--- src/rtl/bus_sequencer_pkg.sv ---
// Shared types and constants for the bus sequencer blocks.
//   spi_tgt_state_t   : decode state of the SPI target responder
//   SPI_CMD_READ_BIT  : command bit that selects read (1) or write (0)
//   SPI_ADDR_W        : register address width
//   SPI_DATA_W        : register data width
//   spi_next_addr()   : address step with modulo-128 wrap, optional hold
package bus_sequencer_pkg;

  localparam int SPI_CMD_READ_BIT = 7;
  localparam int SPI_ADDR_W       = 7;
  localparam int SPI_DATA_W       = 8;

  typedef enum logic [2:0] {
    ST_IDLE     = 3'd0,
    ST_CMD      = 3'd1,
    ST_WDATA    = 3'd2,
    ST_RDATA    = 3'd3,
    ST_WAIT_END = 3'd4
  } spi_tgt_state_t;

  // Natural 7-bit overflow gives the 0x7F -> 0x00 wrap.
  function automatic logic [SPI_ADDR_W-1:0] spi_next_addr(
    input logic [SPI_ADDR_W-1:0] addr,
    input logic                  inc
  );
    return inc ? addr + 1'b1 : addr;
  endfunction

endpackage

--- src/rtl/sync_edge_det.sv ---
// Multi-flop synchronizer with registered edge detection.
//   clk    : system clock
//   nrst   : asynchronous active-low reset
//   din    : asynchronous input pin
//   level  : synchronized level (STAGES clk after the pin)
//   rise   : one-clk pulse, STAGES+1 clk after a pin rising edge
//   fall   : one-clk pulse, STAGES+1 clk after a pin falling edge
// STAGES must be at least 2. RST_VAL is the level assumed during reset, so
// leaving reset at that level produces no edge pulse.
module sync_edge_det #(
  parameter int   STAGES  = 2,
  parameter logic RST_VAL = 1'b0
) (
  input  logic clk,
  input  logic nrst,
  input  logic din,
  output logic level,
  output logic rise,
  output logic fall
);

  logic [STAGES-1:0] sync_q;
  logic              prev_q;

  always_ff @(posedge clk or negedge nrst) begin
    if (!nrst) begin
      sync_q <= {STAGES{RST_VAL}};
      prev_q <= RST_VAL;
      rise   <= 1'b0;
      fall   <= 1'b0;
    end else begin
      sync_q <= {sync_q[STAGES-2:0], din};
      prev_q <= sync_q[STAGES-1];
      rise   <= sync_q[STAGES-1] & ~prev_q;
      fall   <= ~sync_q[STAGES-1] & prev_q;
    end
  end

  assign level = sync_q[STAGES-1];

endmodule

--- src/rtl/spi_target_responder.sv ---
// SPI mode-0 target that turns a command byte plus data bytes into
// register-port reads and writes with an auto-incrementing address.
//   clk, nrst           : system clock, asynchronous active-low reset
//   spi_sclk_i          : SPI clock (async, oversampled on clk)
//   spi_ncs_i           : chip select, active low (async)
//   spi_mosi_i          : master data in, MSB first (async)
//   spi_miso_o          : read data out, MSB first, 0 when not shifting
//   reg_addr_o          : current register address
//   reg_wr_o/reg_wdata_o: one-clk write strobe and its data
//   reg_rd_o            : one-clk read strobe
//   reg_rdata_i         : read data, sampled the clk after reg_rd_o
//   frame_active_o      : high while a selected frame is being decoded
//
// state       | meaning
// ------------+-----------------------------------------------------------
// IDLE        | deselected, waiting for ncs to fall
// CMD         | shifting in the command byte
// WDATA       | shifting in write bytes, one write strobe per byte
// RDATA       | shifting out read bytes, one read strobe per byte
// WAIT_END    | came out of reset with ncs low; ignore sclk until ncs high
//
// Reset parks the FSM in WAIT_END and the ncs synchronizer at "selected".
// If ncs is really high the synchronized level resolves to IDLE within
// SYNC_STAGES clk; if it is low the target stays out of the frame it missed.
// WAIT_END does not count as decoding, so frame_active_o stays low there.
module spi_target_responder
  import bus_sequencer_pkg::*;
#(
  parameter int SYNC_STAGES = 2,
  parameter bit ADDR_INC    = 1'b1
) (
  input  logic                  clk,
  input  logic                  nrst,
  input  logic                  spi_sclk_i,
  input  logic                  spi_ncs_i,
  input  logic                  spi_mosi_i,
  output logic                  spi_miso_o,
  output logic [SPI_ADDR_W-1:0] reg_addr_o,
  output logic                  reg_wr_o,
  output logic [SPI_DATA_W-1:0] reg_wdata_o,
  output logic                  reg_rd_o,
  input  logic [SPI_DATA_W-1:0] reg_rdata_i,
  output logic                  frame_active_o
);

  logic sclk_level_unused;
  logic sclk_rise;
  logic sclk_fall;
  logic ncs_level;
  logic ncs_rise;
  logic ncs_fall;
  logic mosi;
  logic mosi_rise_unused;
  logic mosi_fall_unused;

  sync_edge_det #(.STAGES(SYNC_STAGES), .RST_VAL(1'b0)) u_sync_sclk (
    .clk   (clk),
    .nrst  (nrst),
    .din   (spi_sclk_i),
    .level (sclk_level_unused),
    .rise  (sclk_rise),
    .fall  (sclk_fall)
  );

  sync_edge_det #(.STAGES(SYNC_STAGES), .RST_VAL(1'b0)) u_sync_ncs (
    .clk   (clk),
    .nrst  (nrst),
    .din   (spi_ncs_i),
    .level (ncs_level),
    .rise  (ncs_rise),
    .fall  (ncs_fall)
  );

  sync_edge_det #(.STAGES(SYNC_STAGES), .RST_VAL(1'b0)) u_sync_mosi (
    .clk   (clk),
    .nrst  (nrst),
    .din   (spi_mosi_i),
    .level (mosi),
    .rise  (mosi_rise_unused),
    .fall  (mosi_fall_unused)
  );

  spi_tgt_state_t        state;
  logic [2:0]            bit_cnt;
  logic [6:0]            rx_sr;
  logic [SPI_DATA_W-1:0] tx_sr;
  logic                  load_tx;
  logic                  inc_pend;
  logic                  miso_q;

  // The byte being completed is {rx_sr, mosi}; the command's read flag is
  // therefore still in rx_sr[SPI_CMD_READ_BIT-1] on the 8th edge.
  always_ff @(posedge clk or negedge nrst) begin
    if (!nrst) begin
      state          <= ST_WAIT_END;
      bit_cnt        <= 3'd0;
      rx_sr          <= 7'd0;
      tx_sr          <= '0;
      load_tx        <= 1'b0;
      inc_pend       <= 1'b0;
      miso_q         <= 1'b0;
      reg_addr_o     <= '0;
      reg_wr_o       <= 1'b0;
      reg_wdata_o    <= '0;
      reg_rd_o       <= 1'b0;
      frame_active_o <= 1'b0;
    end else begin
      reg_wr_o <= 1'b0;
      reg_rd_o <= 1'b0;
      load_tx  <= 1'b0;
      inc_pend <= 1'b0;

      if (load_tx) begin
        tx_sr <= reg_rdata_i;
      end
      // Write-side increment lands one clk after the strobe so the strobe
      // carries the address it was written to.
      if (inc_pend) begin
        reg_addr_o <= spi_next_addr(reg_addr_o, 1'b1);
      end

      case (state)
        ST_IDLE: begin
          miso_q <= 1'b0;
          if (ncs_fall) begin
            state          <= ST_CMD;
            bit_cnt        <= 3'd0;
            frame_active_o <= 1'b1;
          end
        end

        ST_CMD: begin
          if (sclk_rise) begin
            rx_sr   <= {rx_sr[5:0], mosi};
            bit_cnt <= bit_cnt + 3'd1;
            if (bit_cnt == 3'd7) begin
              reg_addr_o <= {rx_sr[5:0], mosi};
              if (rx_sr[SPI_CMD_READ_BIT-1]) begin
                reg_rd_o <= 1'b1;
                load_tx  <= 1'b1;
                state    <= ST_RDATA;
              end else begin
                state <= ST_WDATA;
              end
            end
          end
        end

        ST_WDATA: begin
          if (sclk_rise) begin
            rx_sr   <= {rx_sr[5:0], mosi};
            bit_cnt <= bit_cnt + 3'd1;
            if (bit_cnt == 3'd7) begin
              reg_wdata_o <= {rx_sr, mosi};
              reg_wr_o    <= 1'b1;
              inc_pend    <= ADDR_INC;
            end
          end
        end

        ST_RDATA: begin
          // The master samples on the rise, so each fall presents the next
          // bit; the reload after the 8th rise beats the following fall.
          if (sclk_fall) begin
            miso_q <= tx_sr[SPI_DATA_W-1];
            tx_sr  <= {tx_sr[SPI_DATA_W-2:0], 1'b0};
          end
          if (sclk_rise) begin
            bit_cnt <= bit_cnt + 3'd1;
            if (bit_cnt == 3'd7) begin
              reg_addr_o <= spi_next_addr(reg_addr_o, ADDR_INC);
              reg_rd_o   <= 1'b1;
              load_tx    <= 1'b1;
            end
          end
        end

        ST_WAIT_END: begin
          miso_q <= 1'b0;
          if (ncs_level) begin
            state <= ST_IDLE;
          end
        end

        default: begin
          state <= ST_WAIT_END;
        end
      endcase

      // Deselect wins over the state update but not over a byte that
      // completed in the same clk: its strobe above still goes out.
      if (ncs_rise) begin
        state          <= ST_IDLE;
        bit_cnt        <= 3'd0;
        miso_q         <= 1'b0;
        frame_active_o <= 1'b0;
      end
    end
  end

  assign spi_miso_o = miso_q;

endmodule
--- config.mk ---
export PLATFORM = sky130hd
export DESIGN_NAME = spi_target_responder
export DESIGN_NICKNAME = d
export VERILOG_FILES = /design/src/rtl/bus_sequencer_pkg.sv /design/src/rtl/sync_edge_det.sv /design/src/rtl/spi_target_responder.sv
export SDC_FILE = /design/constraint.sdc
export NUM_CORES = 1
export LEC_CHECK = 0
export CAP_MARGIN = 10
export CORE_ASPECT_RATIO = 0.75
export CORE_MARGIN = 2
export CORE_UTILIZATION = 45
export CTS_CLUSTER_DIAMETER = 50
export DETAILED_ROUTE_END_ITERATION = 8
export DONT_BUFFER_PORTS = 1
export GPL_TIMING_DRIVEN = 0
export PLACE_DENSITY_LB_ADDON = 0.15
export SLEW_MARGIN = 20
export SYNTH_ARGS = -nofsm -noshare
export SYNTH_HDL_FRONTEND = slang
export SYNTH_SLANG_ARGS = --single-unit
export TNS_END_PERCENT = 10
--- constraint.sdc ---
create_clock -name clk -period 3.6 [get_ports clk]
set_input_delay 0.72 -clock clk [delete_from_list [all_inputs] [get_ports clk]]
set_output_delay 0.72 -clock clk [all_outputs]
set_load 0.05 [all_outputs]
==> metrics.yaml <==
status:
  status: "finished, final reports clean"
worst_setup_path:
  critPathTopFamily: "flip-flops"
  startpoint: "reg_addr_o[2]"
  cp.required_ns: 3.79
  cp_slowest_stage_delay_ns: 0.78
  crit_type: "flop to flop"
  cp_slowest_cell: "dfrtp_1"
  r2r_start: "reg_addr_o[2]"
  critPathArrivalTime_ns: 2.16
  cp_num_buf_inv: 0
  crit_path_cell_trace: "and3_4 -> nand3_2 -> mux2_4 -> a221o_1"
  startpoint_type: "flop"
  critPathMaxFanout: 7
  endpoint_kind: "flop"
  r2r_end: "reg_addr_o[5]"
  path_depth: 4
  cp-endpoint: "reg_addr_o[5]"
  worst-r2r-cell-count: 4
  rrSetupSlack_ns: 1.63
placed_design:
  io_buffers: 0
  gp_congestion: 0.803
  dpl.hpwl_um: 2940
  post-place-ws_ns: 1.64
logic_synthesis:
  synth-edff-count: 0
  syn_nets: 205
  ys_seq_elements: 52
  async_reset_ff_share_pct: 100
  yosysTopAreaCell: "dfrtp_1"
  yosys-top-cells-area: "dfrtp_1 (57%), mux2_2 (8.1%), mux2i_1 (4.5%), a21oi_1 (3.6%), nor2_1 (3.0%)"
  synthTopCellsByCount: "dfrtp_1 (51), nor2_1 (18), a21oi_1 (16), mux2_2 (16), nand2_1 (13)"
  yosysMostFrequentCell: "dfrtp_1"
  ys.flop_type: "dfrtp_1"
  yosysTopAreaCellShare_pct: 57.5
  synth_cell_type_count: 36
  synthesis.area_um2: 2220
  syn_area_per_cell_um2: 11.8
  synthCells: 189
  yosysSeqAreaShare_pct: 58.6
  yosys_warnings: 0
flow_run:
  drv_cap: 0
grt:
  grt_first_pass_wirelength_um: 7150
  first_global_vias: 1453
  overflow: 0
  grt_max_degree: 53
  grt_antenna_before_repair: 0
  grtUsageTotal_pct: 16.5
timing:
  hold_viol: 0
  clock_skew_ns: 0.00717
  worst_pin_slew_ns: 0.674
  finalSetupTns_ns: 0
  fin_crit_ns: 1.97
  rsz0062_at_grt: "false"
  fin_crit_sh_pct: 54.7
  fmax_ghz: 0.507
  slew_headroom_pct: 55.1
  setup_ws_ns: 1.63
  timing.hold.ws_ns: 0.105
  slew_violations: 0
  setup_viol: 0
cts:
  cts_root_buf: "clkbuf_8"
  clk_pin_slew_worst_paths_ns: 0.09
  cts_tree: "yes"
  h-tree-depth: 2
  insertion_delay_ns: 0.30
  cts.path.max_buffers: 2
  post_cts_buffers: 0
  post_cts_resized: 0
  postCtsHoldBufs: 0
  numClockSinks: 52
  cts-buffers-inserted: 5
pwr:
  power_density_nw_per_um2: 477
  peakVddDrop_mv: 0.291
  leakagePower_uw: 0.00107
floorplanning:
  die_w_um: 85.1
  start_util_pct: 46.1
  coreArea_um2: 4820
  pin_count: 32
  dieHeight_um: 64.8
  rows: 22
  die-area_um2: 5520
detailed_routing:
  drc: 0
  wire_per_inst_um: 15.9
  first_pass_iters: 4
  ant_nets: 0
  drt-total-wl_um: 4080
  viasPerCell: 5.51
  drtIter0Drc: 97
  num_vias: 1415
final_layout:
  area_growth_pct: 8.39
  drive_gt1_share_pct: 15.7
  nets: 212
  insertedDiodeCount: 0
hold_path:
  hp-class: "input port to asynchronous set/reset pin"
-- per-layer routing --
layer  vias up  wire (um)  global-route usage, %  share of wire [%]
met1       709       1980                   22.9                 49
met3         4        204                   4.46                5.0
met4         0         22                   4.76               0.54
li1        679          -                      -                  -
met2        23       1870                   25.6                 46
met5         -          0                      0                  0
-- per-stage QoR --
step / total power, uW / std cells / area, um^2 / util (%)
floorplan: 728 / 189 / 2220 / -
global placement: 753 / 249 / 2300 / 47.7
detailed placement: 759 / 249 / 2300 / 47.7
CTS: 1160 / 257 / 2410 / 50.0
global route: 1200 / 257 / 2410 / 50.0
finish: 1150 / 257 / 2410 / 50.0
-- cell type report --
class	instances	area, um^2
Fill cell	431	2410
Clock inverter	2	38.8
Buffer	6	25.0
Multi-Input combinational cell	125	871
Tap cell	60	75.1
Inverter	6	22.5
Clock buffer	6	72.6
Sequential cell	52	1300
-- power by group --
group	internal (uW)	switching, uW
Sequential	627	49.6
Clock	210	191
Combinational	37.9	32.6
-- placed cells by master, fill, tap and decap left out, types with 2 or more instances in the layout --
cell,netlist,final
a21oi_1,16,16
nand3_1,4,4
inv_1,6,6
clkbuf_1,3,4
o22ai_1,5,5
nor2_1,18,18
nand2b_1,4,4
nand4_1,3,3
dfrtp_1,51,51
xor2_1,2,2
nor2b_1,5,5
o21ai_0,6,6
buf_2,2,2
xnor2_1,4,4
nand2_1,13,13
clkbuf_8,0,5
mux2_2,16,16
mux2i_1,10,10
ha_1,3,3
-- registers in the layout, indices dropped and copies added (netlist names) --
signal	cells
bit_cnt	3
spi_miso_o	1
reg_addr_o	7
state	3
reg_wdata_o	8
u_sync_sclk.prev_q	1
u_sync_ncs.prev_q	1
u_sync_ncs.sync_q	2
u_sync_ncs.fall	1
frame_active_o	1
inc_pend	1
u_sync_sclk.rise	1
rx_sr	7
u_sync_sclk.fall	1
tx_sr	8
u_sync_mosi.sync_q	2
u_sync_ncs.rise	1
u_sync_sclk.sync_q	2
load_tx	1
-- cell families (layout without fill, tap and decap cells) --
family | Yosys count | after routing | share of synthesized area, %
adders and majority gates | 3 | 3 | 1.69
and+or+nand+nor | 55 | 55 | 12.8
DFF | 52 | 52 | 58.6
xor gates and xnor gates | 6 | 6 | 2.37
AOI/OAI and AO/OA | 34 | 34 | 9.01
muxes | 27 | 27 | 13.3
buffers and inverters | 12 | 20 | 2.14
-- worst min-delay path by stage --
stage / startpoint / endpoint / slack, ns / cells after the start
floorplan: u_sync_mosi.sync_q[0] / u_sync_mosi.sync_q[1] / 0.33 / 0
global placement: u_sync_sclk.sync_q[0] / u_sync_sclk.sync_q[1] / 0.33 / 0
detailed placement: u_sync_ncs.sync_q[0] / u_sync_ncs.sync_q[1] / 0.33 / 0
CTS: nrst / reg_wdata_o[4] / 0.09 / 0
global route: nrst / tx_sr[5] / 0.09 / 0
finish: nrst / reg_addr_o[3] / 0.10 / 0
(Power assumes the default switching activity.)
